**src/rtl/axi_addr_fifo_fwft.sv**
```systemverilog
// axi_addr_fifo_fwft: first-word-fall-through FIFO (register array, registered read into a 2-entry output stage) with count, almost-full, flush and sticky overflow/underflow flags
module axi_addr_fifo_fwft #(
  parameter int FIFO_WIDTH   = 64,
  parameter int FIFO_DEPTH   = 32,
  parameter int FIFO_CNT_WID = 6
) (
  input  logic                    clk,
  input  logic                    rst_n,
  input  logic                    fifo_init,
  input  logic                    in_valid,
  output logic                    in_ready,
  input  logic [FIFO_WIDTH-1:0]   in_data,
  output logic                    out_valid,
  input  logic                    out_ready,
  output logic [FIFO_WIDTH-1:0]   out_data,
  input  logic [FIFO_CNT_WID-1:0] afull_thresh,
  output logic                    afull,
  output logic [FIFO_CNT_WID-1:0] word_cnt,
  output logic                    ovf_err,
  output logic                    udf_err,
  input  logic                    clr_err
);
  localparam int AW = FIFO_CNT_WID - 1;
  localparam logic [FIFO_CNT_WID-1:0] DEPTH_C = FIFO_CNT_WID'(FIFO_DEPTH);
  logic [FIFO_WIDTH-1:0] mem [FIFO_DEPTH];
  logic [FIFO_CNT_WID-1:0] wr_ptr_q, wr_ptr_d, rd_ptr_q, rd_ptr_d, cnt_q, cnt_d;
  logic [FIFO_WIDTH-1:0] s0_q, s0_d, s1_q, s1_d, rd_data;
  logic [1:0] s_cnt_q, s_cnt_d, s_kept;
  logic ovf_q, ovf_d, udf_q, udf_d, push, pop, rd_en;
  assign in_ready  = cnt_q < DEPTH_C;
  assign out_valid = s_cnt_q != 2'd0;
  assign out_data  = s0_q;
  assign afull     = cnt_q >= afull_thresh;
  assign word_cnt  = cnt_q;
  assign ovf_err   = ovf_q;
  assign udf_err   = udf_q;
  assign push      = in_valid && in_ready && !fifo_init;
  assign pop       = out_valid && out_ready && !fifo_init;
  assign s_kept    = s_cnt_q - {1'b0, pop};
  assign rd_en     = (wr_ptr_q != rd_ptr_q) && (s_kept != 2'd2) && !fifo_init;
  assign rd_data   = mem[rd_ptr_q[AW-1:0]];
  always_comb begin
    wr_ptr_d = fifo_init ? '0 : wr_ptr_q + FIFO_CNT_WID'(push);
    rd_ptr_d = fifo_init ? '0 : rd_ptr_q + FIFO_CNT_WID'(rd_en);
    cnt_d    = fifo_init ? '0 : cnt_q + FIFO_CNT_WID'(push) - FIFO_CNT_WID'(pop);
    s0_d     = fifo_init ? '0 : (rd_en && s_kept == 2'd0) ? rd_data : pop ? s1_q : s0_q;
    s1_d     = fifo_init ? '0 : (rd_en && s_kept == 2'd1) ? rd_data : s1_q;
    s_cnt_d  = fifo_init ? 2'd0 : s_kept + {1'b0, rd_en};
    ovf_d    = fifo_init ? ovf_q : (in_valid && !in_ready) || (ovf_q && !clr_err);
    udf_d    = fifo_init ? udf_q : (out_ready && !out_valid) || (udf_q && !clr_err);
  end
  always_ff @(posedge clk)
    if (push) mem[wr_ptr_q[AW-1:0]] <= in_data;
  always_ff @(posedge clk)
    if (!rst_n) begin
      wr_ptr_q <= '0;
      rd_ptr_q <= '0;
      cnt_q    <= '0;
      s0_q     <= '0;
      s1_q     <= '0;
      s_cnt_q  <= 2'd0;
      ovf_q    <= 1'b0;
      udf_q    <= 1'b0;
    end else begin
      wr_ptr_q <= wr_ptr_d;
      rd_ptr_q <= rd_ptr_d;
      cnt_q    <= cnt_d;
      s0_q     <= s0_d;
      s1_q     <= s1_d;
      s_cnt_q  <= s_cnt_d;
      ovf_q    <= ovf_d;
      udf_q    <= udf_d;
    end
endmodule

```
**config.mk**
```make
export PLATFORM = sky130hd
export DESIGN_NAME = axi_addr_fifo_fwft
export DESIGN_NICKNAME = d
export VERILOG_FILES = /design/src/rtl/axi_addr_fifo_fwft.sv
export SDC_FILE = /design/constraint.sdc
export NUM_CORES = 2
export LEC_CHECK = 0
export BUFFER_PORTS_ARGS = -buffer_cell sky130_fd_sc_hd__buf_2
export CORE_MARGIN = 1.5
export CORE_UTILIZATION = 62
export CTS_CLUSTER_DIAMETER = 80
export DETAILED_ROUTE_END_ITERATION = 12
export PLACE_DENSITY = 0.83
export SYNTH_ARGS = -nofsm -noshare
export SYNTH_HDL_FRONTEND = slang
export SYNTH_SLANG_ARGS = --single-unit
```
**constraint.sdc**
```tcl
create_clock -name clk -period 5.52 [get_ports clk]
set_input_delay 0.552 -clock clk [delete_from_list [all_inputs] [get_ports clk]]
set_output_delay 0.552 -clock clk [all_outputs]
set_load 0.01 [all_outputs]
```
==> qor.txt <==
Tightest Pin Transition -> 1.511 ns
Final setup violation count -> 0
CTS Sinks -> 2198
Cell family contributing the most delay on the critical path -> multiplexers
Max Slew Vio Count -> 37
Fraction of layout cells with a size suffix above 1 -> 20.25%
Setup bufs post-CTS -> 0
Top cells by count, synth -> edfxtp_1 (2048), mux2i_1 (549), mux4_2 (304)
Required @ worst endpoint -> 6.20 ns
Crit path kind -> register to register
DRC viols -> 0
Post-synth EDFFs -> 2048
Vias in the first global route -> 45.13k
Worst path cell trace -> buf_4, mux4_2, a22oi_1, nor4b_1, a211oi_1, mux2i_1, nor2_1
Total length of routed wires -> 211.2 mm
Top cell type's share of synthesized area -> 72.86%
Clock root cell -> clkbuf_16
Clk_skew -> 0.04498 ns
Largest net degree at the start of global routing -> 121
Synth Instances -> 4229
Worst path max stage delay -> 0.95 ns
Post-route clock period utilization -> 71.75%
Post-synth top flop -> edfxtp_1
Hold Violations, Final -> 0
Post-CTS resize count -> 0
Chip height -> 372.0 µm
Hold Crit Class -> input pin to register
Failing checks -> capacitance limit, slew limit
Switching share of total power -> 20.21%
Crit path max fanout -> 44
CP Capture Type -> register
Buf/Inv on CP -> 1
Final core utilization -> 69.45%
Fmax -> 252.5 MHz
Int Power -> 26.12 mW
Cell Pwr Density -> 348.4 nW/µm²
#FFs+latches synth -> 2198
GRT Total Usage -> 30.96%
Yosys Warn Count -> 0
First drt pass iteration count -> 8
Post-synth top area cell -> edfxtp_1
Num ports -> 151
Worst EP arrival -> 4.64 ns
Post-detailed-route count of antenna-violating nets -> 0
Sw Pwr -> 6.615 mW
Hold_buf cts -> 3
Combinational power share -> 1.9%
Syn nets -> 4324
RePlAce Congestion -> 0.8315
Status -> finished, violations left
Vias -> 44.38k
CTS tree -> yes
Core ar. -> 135300 µm²
Post-DP HPWL -> 113.9 mm
Worst-Skew Late Latency -> 0.85 ns
Worst rel slew slack -> -0.9282%
Port Buffers -> 150
DR vias/cell -> 6.929
Clock buffer depth -> 3
Minimum clock period -> 3.961 ns
RSZ-0062 raised after global routing -> false
Area growth, synth to finish -> 11.32%
Share of total power in the clock network -> 42.3%
Final-stage net count -> 4539
Seq/Total Area, Yosys -> 76.42%
Post-synth ARST share -> 0%
Placed cells -> 6016
Maximum vdd drop -> 0.0003440 V
Synth unique cells -> 53
Clock transition at path regs -> 0.07 ns
Die Area -> 138400 µm²
WL/cell -> 32.98 µm
Most frequent cell after synthesis -> edfxtp_1
Row count -> 135
CTS Buf Count -> 204
1st-iter DRT viols -> 6108
Initial Utilization -> 62.38%
H-tree levels -> 4
Die Wd -> 372.0 µm
First-pass GRT wire length -> 305.3 mm
Max Cap Viol -> 1
Slowest cell on crit path -> dfxtp_4
Cell Count, Final, Fillers Out -> 6404
Ranking of synthesized cells by area -> edfxtp_1 (73%), mux4_2 (8.1%), mux2i_1 (6.5%)
Total grt overflow -> 0
Setup_tns -> 0 ns
Flop pwr share -> 55.8%
Syn_area_per_cell -> 19.96 µm²
Static Leakage -> 28.17 nW
Crit start category -> register
Initial antenna violation count -> 5
Synth Cell Area -> 84410 µm²
layout make-up:
cell class	instances	area (µm²)
clock buffer	277	5530
multi-input combinational	1759	18640
antenna	1	2.502
inverter	22	82.58
tap	1781	2228
sequential	2198	64520
clock inverter	107	1070
timing repair buffer	259	1889
fill	7641	41340
cells in the final DEF, fill, tap and decap left out, types with 54 or more instances in the layout:
cell type and instances:
buf_2 150, o22ai_1 54, mux2i_1 549, nor2_1 153, clkbuf_16 205, a211oi_1 85, clkbuf_1 59, a22oi_1 136
mux4_2 304, dfxtp_1 146, buf_4 81, a21oi_1 76, edfxtp_1 2048
routing by layer:
metal	wire length [µm]	share of wire [%]	GRT usage, %
met5	20	0.0095	0
met3	24720	12	7.419
met4	9952	4.7	13.51
met2	102900	49	49.87
met1	73640	35	40.72
logic make-up after synthesis:
group	share of synthesized area [%]
compound gates	4.514
flops	76.42
mux	14.84
simple gates	1.767
buf+inv	1.957
fa+ha+maj	0.2905
xor+xnor	0.2179
power by group through the flow:
stage | clock network [mW] | logic [mW] | registers (mW)
after floorplan | 0 | 0.262 | 18.6
after global placement | 0 | 0.587 | 18.6
after detailed placement | 0 | 0.615 | 18.6
after CTS | 13.9 | 0.621 | 18.3
after global routing | 14.6 | 0.666 | 18.2
final | 13.9 | 0.631 | 18.3
final timing paths:
check                   start  cells after the start  slack (ns)       end
hold / removal        clr_err                      4        0.07   ovf_err
setup reg to reg  rd_ptr_q[0]                      7        1.56  s1_q[28]
setup / recovery  rd_ptr_q[0]                      7        1.56  s1_q[28]
hold reg to reg      s1_q[57]                      2        0.47  s1_q[57]
sequential cells by signal, summed over array words and instances (netlist names):
signal	count
wr_ptr_q	6
word_cnt	6
rd_ptr_q	6
s1_q	64
mem	2048
ovf_err	1
s_cnt_q	2
udf_err	1
out_data	64
worst register-to-register path, cell delays in order, from the launching register on:
cell      delay [ns]
dfxtp_4         0.95
buf_4           0.82
mux4_2          0.78
a22oi_1         0.21
nor4b_1         0.53
a211oi_1        0.17
mux2i_1         0.26
nor2_1          0.07
per-stage QoR:
| stage | cell area [µm²] | worst slack [ns] | total power, mW | hold WS (ns) |
|---|---|---|---|---|
| 3_5_place_dp | 87330 | 1.683 | 19.22 | 0.4574 |
| 5_1_grt | 93960 | 1.276 | 33.46 | 0.08636 |
| 3_3_place_gp | 87330 | 1.705 | 19.19 | 0.4514 |
| 6_report | 93960 | 1.559 | 32.74 | 0.07109 |
| 4_1_cts | 93960 | 1.627 | 32.80 | 0.01485 |
| 2_1_floorplan | 84410 | 1.040 | 18.87 | 0.4428 |
(Power assumes the default switching activity.)
